### config.mk
export PLATFORM = sky130hd
export DESIGN_NAME = id_ex_ctrl_stage
export DESIGN_NICKNAME = d
export VERILOG_FILES = /design/src/rtl/id_ex_ctrl_stage.sv
export SDC_FILE = /design/constraint.sdc
export NUM_CORES = 1
export LEC_CHECK = 0
export BUFFER_PORTS_ARGS = -buffer_cell sky130_fd_sc_hd__buf_4
export CORE_MARGIN = 4
export CORE_UTILIZATION = 49
export DETAILED_ROUTE_END_ITERATION = 10
export PLACE_DENSITY = 0.83
export RECOVER_POWER = 25
export SLEW_MARGIN = 20
export SYNTH_ARGS = -nofsm -noshare
export SYNTH_HDL_FRONTEND = slang
export SYNTH_SLANG_ARGS = --single-unit
### constraint.sdc
create_clock -name clk -period 4.65 [get_ports clk]
set_clock_uncertainty 0.2 [all_clocks]
set_input_delay 0.93 -clock clk [delete_from_list [all_inputs] [get_ports clk]]
set_output_delay 0.93 -clock clk [all_outputs]
set_load 0.01 [all_outputs]
### src/rtl/id_ex_ctrl_stage.sv
// ID/EX control pipeline register with load-use stall, branch flush and
// halt sequencing (RUN -> DRAIN -> HALTED).
module id_ex_ctrl_stage #(
    parameter int unsigned REG_ADDR_W   = 5,
    parameter int unsigned DRAIN_CYCLES = 3
) (
    input  logic                  clk,
    input  logic                  reset,
    input  logic                  ALUSrc,
    input  logic                  MemtoReg,
    input  logic                  RegWrite,
    input  logic                  MemRead,
    input  logic                  MemWrite,
    input  logic                  Branch,
    input  logic [1:0]            ALUOp,
    input  logic                  HaltSignal,
    input  logic [REG_ADDR_W-1:0] id_rs1,
    input  logic [REG_ADDR_W-1:0] id_rs2,
    input  logic [REG_ADDR_W-1:0] id_rd,
    input  logic                  branch_taken,
    output logic                  ex_ALUSrc,
    output logic                  ex_MemtoReg,
    output logic                  ex_RegWrite,
    output logic                  ex_MemRead,
    output logic                  ex_MemWrite,
    output logic                  ex_Branch,
    output logic [1:0]            ex_ALUOp,
    output logic [REG_ADDR_W-1:0] ex_rd,
    output logic                  stall,
    output logic                  flush,
    output logic                  halted
);

    localparam int unsigned CNT_W = 4;

    typedef enum logic [1:0] {
        RUN    = 2'b00,
        DRAIN  = 2'b01,
        HALTED = 2'b10
    } state_t;

    state_t            state;
    state_t            state_next;
    logic [CNT_W-1:0]  cnt;
    logic [CNT_W-1:0]  cnt_next;
    logic              load_bubble;
    logic              load_use;

    // Loaded value in EX feeds a source of the ID instruction; x0 never hazards.
    always_comb begin
        load_use = ex_MemRead && (ex_rd != '0) &&
                   ((ex_rd == id_rs1) || (ex_rd == id_rs2));
    end

    // Next-state, drain counter, bubble select and hazard outputs.
    always_comb begin
        state_next  = state;
        cnt_next    = cnt;
        load_bubble = 1'b1;
        stall       = 1'b0;
        flush       = 1'b0;
        case (state)
            RUN: begin
                if (branch_taken) begin
                    flush = 1'b1;
                end else if (load_use) begin
                    stall = 1'b1;
                end else if (HaltSignal) begin
                    stall      = 1'b1;
                    state_next = DRAIN;
                    cnt_next   = CNT_W'(DRAIN_CYCLES - 1);
                end else begin
                    load_bubble = 1'b0;
                end
            end
            DRAIN: begin
                stall = 1'b1;
                if (cnt == '0) begin
                    state_next = HALTED;
                end else begin
                    cnt_next = cnt - CNT_W'(1);
                end
            end
            HALTED: begin
                stall = 1'b1;
            end
            default: begin
                state_next = RUN;
            end
        endcase
        if (reset) begin
            stall = 1'b0;
            flush = 1'b0;
        end
    end

    // State register and ID/EX pipeline register.
    always_ff @(posedge clk) begin
        if (reset) begin
            state       <= RUN;
            cnt         <= '0;
            halted      <= 1'b0;
            ex_ALUSrc   <= 1'b0;
            ex_MemtoReg <= 1'b0;
            ex_RegWrite <= 1'b0;
            ex_MemRead  <= 1'b0;
            ex_MemWrite <= 1'b0;
            ex_Branch   <= 1'b0;
            ex_ALUOp    <= 2'b00;
            ex_rd       <= '0;
        end else begin
            state  <= state_next;
            cnt    <= cnt_next;
            halted <= (state_next == HALTED);
            if (load_bubble) begin
                ex_ALUSrc   <= 1'b0;
                ex_MemtoReg <= 1'b0;
                ex_RegWrite <= 1'b0;
                ex_MemRead  <= 1'b0;
                ex_MemWrite <= 1'b0;
                ex_Branch   <= 1'b0;
                ex_ALUOp    <= 2'b00;
                ex_rd       <= '0;
            end else begin
                ex_ALUSrc   <= ALUSrc;
                ex_MemtoReg <= MemtoReg;
                ex_RegWrite <= RegWrite;
                ex_MemRead  <= MemRead;
                ex_MemWrite <= MemWrite;
                ex_Branch   <= Branch;
                ex_ALUOp    <= ALUOp;
                ex_rd       <= id_rd;
            end
        end
    end

endmodule
==> flow_summary_export.csv, run 1 <==
group,metric,value,unit
final_layout,area_delta_synth_final,35.8,%
worst_setup_path,path_cells,"buf_4, xor2_1, nor3_1, a22oi_1, or2_2, nand2b_1, a21oi_1, nor3_1, buf_4",
pwr,seqPwrFrac,41.5,%
clocking,post-cts-setup-buffers,0,
outcome,status,"finished, final reports clean",
grt,antenna_found_initial,0,
worst_setup_path,rr_worst_depth,7,
worst_setup_path,crit_path_max_fanout,3,
grt,grt_usage,18.4,%
floorplan,die_h,52.3,um
sta,finalCriticalPeriod,3.47,ns
worst_setup_path,start_kind,"input port",
clocking,hold_buffers,0,
clocking,cts_htree_levels,1,
worst_setup_path,crit_buf_inv,2,
final_layout,final_area,1310,sq um
hold_path,hp-start,"cnt[2]",
final_layout,drive_above_1_share,29.3,%
worst_setup_path,critPathTopFamily,"simple AND/OR/NAND/NOR gates",
sta,fmaxAchievable,288,MHz
logic_synthesis,synth_edf_count,0,
logic_synthesis,yosysSeqAreaShare,41.7,%
worst_setup_path,end_kind,"output port",
worst_setup_path,arrival,2.34,ns
final_layout,finalNetCount,182,
sta,hold_viol,0,
worst_setup_path,critPathKind,"input port to output port",
sta,slew_viol_final,0,
clocking,clk_pin_slew,0.10,ns
worst_setup_path,required,3.52,ns
pwr,switchingPower,0.000180,W
logic_synthesis,ys.flop_type,"dfxtp_1",
drt,drt-total-wl,2130,um
pwr,swShare,34.2,%
pwr,p_leak,0.620,nW
logic_synthesis,ys_seq_elements,20,
logic_synthesis,synth_cells,102,
drt,ant_nets,0,
clocking,clk_latency,0.30,ns
worst_setup_path,crit_path_max_incr_delay,0.34,ns
clocking,tritoncts,"yes",
final_layout,n_antenna_cell,0,
grt,grt-busiest-layer,"met2",
drt,wire_per_inst,12.4,um
drt,drc_errors,0,
place,placed_area,1300,sq um
pwr,irDropWorstVdd,0.243,mV
logic_synthesis,synthDistinctLibCells,30,
clocking,numClockSinks,20,
floorplan,fp.dieArea,2730,sq um
clocking,clock_path_buffers,2,
clocking,cts-root-buf,"clkbuf_4",
grt,met1_usage,19.3,%
clocking,cts_buffers,3,
drt,drtPass1Iterations,4,
grt,grt_pass1_vias,942,
grt,grt_max_degree,14,
logic_synthesis,syn_area,961,sq um
place,routabilityCongestion,0.795,
worst_setup_path,cpMaxStageDelayCell,"or2_2",
worst_setup_path,r2r_slack,2.49,ns
clocking,post_cts_resized,0,
grt,grt_first_pass_wirelength,3740,um
floorplan,core_area,1780,sq um
sta,tns,0,ns
place,dp_hpwl,1830,um
hold_path,hold_depth,2,
pwr,p_per_area,403,nW/um^2
logic_synthesis,async_flop_share,0,%
grt,grt_use_met3,5.70,%
grt,use_met2,32.6,%
hold_path,hold_end,"cnt[2]",
logic_synthesis,yosys_warnings,0,
pwr,pwr-share-comb,39.6,%
floorplan,initial_core_util,53.9,%
flow_run,drv_cap,0,
logic_synthesis,synth.avg_cell_area,9.42,sq um
floorplan,chipWidth,52.3,um
floorplan,floorplan.rows,15,
logic_synthesis,syn-num-nets,136,
sta,setup_viol,0,
sta,fin_crit_sh,74.5,%
worst_setup_path,reg2reg_from,"ex_rd[0]",
sta,rsz0062_at_grt,"false",
drt,routed_via_density,4.92,
drt,num_vias,847,
worst_setup_path,crit_cells,9,
final_layout,num-fill-cells,142,
pwr,clkPwrFrac,18.9,%
place,port_buffers,42,
sta,slew_headroom,63.8,%
worst_setup_path,r2r_end,"ex_rd[2]",
grt,grt.overflow.total,0,
sta,tightest_slew,0.539,ns
pwr,intPower,0.000346,W
floorplan,io_pins,43,
drt,drt_iter0_drc,10,
hold_path,hold_path_class,"register to register",
sequential cells by signal (all words and copies together), names as in the netlist:
signal / count
ex_MemWrite: 1
state: 2
ex_ALUOp: 2
ex_MemRead: 1
halted: 1
ex_RegWrite: 1
ex_MemtoReg: 1
ex_rd: 5
ex_ALUSrc: 1
ex_Branch: 1
cnt: 4
metal layers:
layer	wire length, um	vias up	share of wire (%)
li1	-	433	-
met1	817	375	38
met2	1110	30	52
met3	127	9	6.0
met4	72	0	3.4
met5	0	-	0
worst min-delay path: cells and delay by family, from the launching register on:
kind,cells,cell delay [ns]
DFF,1,0.34
AOI/OAI and AO/OA,2,0.14
synth_stat cells, drive strengths merged, types with 2 or more instances:
cell | n | area share, %
ha | 7 | 9.1
o21ai | 6 | 3.9
dfxtp | 20 | 42
and2 | 14 | 9.4
nand2 | 4 | 1.6
nand2b | 3 | 2.0
or4 | 2 | 2.0
nor2 | 5 | 2.0
xor2 | 10 | 9.1
inv | 5 | 2.0
nor2b | 2 | 1.3
a21oi | 5 | 2.6
or3 | 2 | 1.3
nor3 | 5 | 3.1
final cells by class:
class	instances	area, sq um	share of cell area (%)
Timing Repair Buffer	42	282	21.6
Tap cell	25	31.3	2.40
Clock buffer	4	36.3	2.78
Sequential cell	20	400	30.7
Inverter	5	18.8	1.44
Multi-Input combinational cell	76	537	41.1
through the flow:
| step | setup slack, ns | power, W | util [%] | hold slack, ns | cells |
|---|---|---|---|---|---|
| 2_1_floorplan | 1.46 | 0.000365 | - | 0.266 | 102 |
| 3_3_place_gp | 1.27 | 0.000426 | 73.1 | 0.281 | 168 |
| 3_5_place_dp | 1.20 | 0.000436 | 73.1 | 0.304 | 168 |
| 4_1_cts | 1.19 | 0.000535 | 75.1 | 0.317 | 172 |
| 5_1_grt | 1.08 | 0.000569 | 73.2 | 0.364 | 172 |
| 6_report | 1.18 | 0.000526 | 73.2 | 0.313 | 172 |
power groups by stage:
| stage | Clock (W) | Sequential, W | Combinational, W |
|---|---|---|---|
| finish | 0.0000993 | 0.000219 | 0.000209 |
| global route | 0.000109 | 0.000224 | 0.000237 |
| CTS | 0.000101 | 0.000219 | 0.000215 |
| detailed placement | 0 | 0.000223 | 0.000213 |
| global placement | 0 | 0.000222 | 0.000205 |
| floorplan | 0 | 0.000222 | 0.000143 |
cells in the final DEF, fill, tap and decap left out, drive strengths merged, types with 2 or more instances in the layout:
| cell | instances |
|---|---|
| inv | 5 |
| nor3 | 5 |
| and2 | 14 |
| clkbuf | 13 |
| ha | 7 |
| o21ai | 6 |
| or3 | 2 |
| or4 | 2 |
| xor2 | 10 |
| a21oi | 5 |
| nor2 | 5 |
| buf | 33 |
| dfxtp | 20 |
| nor2b | 2 |
| nand2b | 3 |
| nand2 | 4 |
worst max path at each step:
stage,from,endpoint
floorplan,id_rs2[3],stall
global placement,id_rs2[3],stall
detailed placement,id_rs2[0],stall
CTS,id_rs2[0],stall
global route,id_rs2[0],stall
finish,id_rs2[0],stall
kinds of logic after synthesis:
kind of cell             after synthesis  share of synthesized area, %
flip-flops                            20                          41.7
XOR/XNOR                              11                          10.0
adder cells (fa/ha/maj)                7                          9.11
multiplexers                           1                          1.04
AO/OA/AOI/OAI                         15                          9.90
buffers and inverters                  6                          2.47
AND/OR/NAND/NOR                       42                          25.8
No activity file was read; power rests on OpenSTA's default activity.
==> run 2: changes to the inputs <==
--- a/config.mk
+++ b/config.mk
@@ -7,9 +7,9 @@
 export LEC_CHECK = 0
 export BUFFER_PORTS_ARGS = -buffer_cell sky130_fd_sc_hd__buf_4
 export CORE_MARGIN = 4
-export CORE_UTILIZATION = 49
+export CORE_UTILIZATION = 41
 export DETAILED_ROUTE_END_ITERATION = 10
-export PLACE_DENSITY = 0.83
+export PLACE_DENSITY = 0.74
 export RECOVER_POWER = 25
 export SLEW_MARGIN = 20
 export SYNTH_ARGS = -nofsm -noshare
==> constraint.sdc (replaced) <==
create_clock -name clk -period 3.1 [get_ports clk]
set_clock_uncertainty 0.2 [all_clocks]
set_input_delay 0.62 -clock clk [delete_from_list [all_inputs] [get_ports clk]]
set_output_delay 0.62 -clock clk [all_outputs]
set_load 0.01 [all_outputs]
==> run 2 against run 1 <==
Via count is 1.3% lower. Total power increased by 61%. First-iteration DRC count grew 10%. Clock-buffer cell count decreased by 1. Design area increased by 1.5%. Cell count increased by 1.7%. Worst hold slack worse by 0.0079 ns. Critical path type is now register to output port. Combinational power rose by 48%. Critical path depth decreased by 1. Largest cell class unchanged. Setup slack got worse by 0.86 ns. Sequential share of layout area decreased by 0.46 points. Global-route usage down 4.0 points.
==> flow_summary_export.csv, run 2 (synthesis gave the netlist of run 1 again) <==
group,metric,value,unit
floorplan,io_pins,43,
final_layout,utilization,59.9,%
worst_setup_path,crit_path_max_fanout,4,
clocking,cts_htree_levels,1,
grt,grt_usage,14.4,%
clocking,tritoncts,"yes",
final_layout,finalNonFillerCells,175,
worst_setup_path,critPathMostFrequentCell,"nor3_1",
drt,wire_per_inst,11.8,um
final_layout,largestRegisters,"ex_rd (5), cnt (4)",
clocking,cts_buffers,3,
floorplan,chipWidth,56.4,um
clocking,cts-root-buf,"clkbuf_4",
place,place_inst,171,
place,port_buffers,42,
floorplan,initial_core_util,43.4,%
worst_setup_path,crit_cells,8,
place,dp_hpwl,1740,um
sta,slew_viol_final,0,
final_layout,ff_latch_area,400,sq um
clocking,post-cts-setup-buffers,0,
grt,grt_max_degree,14,
drt,drt_iter0_drc,11,
final_layout,layout_commonest_cell,"buf_4",
clocking,clk_pin_slew,0.12,ns
worst_setup_path,crit_path_max_incr_delay,0.39,ns
worst_setup_path,critPathTopFamily,"simple AND/OR/NAND/NOR gates",
grt,antenna_found_initial,0,
worst_setup_path,arrival,1.95,ns
place,post-place-ws,0.320,ns
outcome,status,"finished, final reports clean",
clocking,hold_buffers,0,
sta,tns,0,ns
place,routabilityCongestion,0.836,
drt,ant_nets,0,
grt,grt_first_pass_wirelength,3670,um
pwr,irDropWorstVdd,0.470,mV
worst_setup_path,required,2.28,ns
drt,num_vias,836,
worst_setup_path,rr_worst_depth,6,
sta,finalCriticalPeriod,2.77,ns
worst_setup_path,critPathKind,"register to output port",
clocking,clock_path_buffers,2,
drt,drc_errors,0,
drt,routed_via_density,4.78,
final_layout,finalNetCount,182,
final_layout,top_register,"ex_rd",
worst_setup_path,start_kind,"register",
clocking,post_cts_resized,0,
sta,fin_crit_sh,89.4,%
pwr,p_total,0.000849,W
sta,hold_viol,0,
drt,drt-total-wl,2070,um
sta,fmaxAchievable,361,MHz
final_layout,n_antenna_cell,0,
sta,rsz0062_at_grt,"false",
sta,fin_ws,0.329,ns
worst_setup_path,path_cells,"xor2_1, nor3_1, a22oi_1, or2_2, nand2b_1, a21oi_1, nor3_1, buf_4",
final_layout,num-fill-cells,193,
floorplan,floorplan.rows,17,
grt,grt.overflow.total,0,
worst_setup_path,end_kind,"output port",
worst_setup_path,cpMaxStageDelayCell,"dfxtp_1",
drt,drtPass1Iterations,3,
hold_path,hold_depth,2,
final_layout,drive_above_1_share,29.3,%
sta,slew_headroom,62.4,%
sta,tightest_slew,0.561,ns
sta,setup_viol,0,
flow_run,drv_cap,0,
floorplan,fp.dieArea,3180,sq um
final_layout,area_delta_synth_final,37.9,%
floorplan,core_area,2210,sq um
worst_setup_path,crit_buf_inv,1,
grt,grt_pass1_vias,874,
clocking,clk_latency,0.30,ns
final_layout,final_cell_mix,"buf_4 (33), dfxtp_1 (20), and2_1 (13)",
clocking,numClockSinks,20,
pwr,p_per_area,641,nW/um^2
final_layout,largest_reg_flops,5,
hold_path,hold_path_class,"input port to register",
floorplan,die_h,56.4,um
final_layout,multi_input_area,537,sq um
pwr,p_leak,0.627,nW
-- run 2: cell types whose count changed in the layout (fill, tap and decap cells not counted), sizes merged --
cell,change
clkbuf,-1
bufinv,+1
-- run 2: routing by layer --
layer  share of wire (%)  track usage [%]
met1                  42             16.5
met2                  52             25.0
met3                 5.1             3.91
met4                0.68             6.10
met5                   0                0
-- run 2: final timing paths --
check                               from           to  slack, ns
worst min register to register    cnt[2]       cnt[2]       0.31
worst max register to register  ex_rd[1]     ex_rd[4]       0.93
worst min-delay path            MemWrite  ex_MemWrite       0.31
worst max-delay path            ex_rd[3]        stall       0.33
-- run 2: metrics by stage --
stage / hold WS (ns) / instance area [sq um]
floorplan: 0.266 / 961
global placement: 0.282 / 1310
detailed placement: 0.290 / 1310
CTS: 0.297 / 1360
global route: 0.294 / 1330
finish: 0.305 / 1330
-- run 2: where the power goes --
part,internal [W],switching [W]
Combinational,0.000150,0.000159
Sequential,0.000297,0.0000298
Clock,0.000131,0.0000822
-- run 2: area by class of cell --
type,count,share of cell area (%)
clock buffer,3,1.70
clock inverter,1,2.27
inverter,5,1.42
multi-input combinational,76,40.5
sequential,20,30.2
tap,28,2.64
timing repair buffer,42,21.2
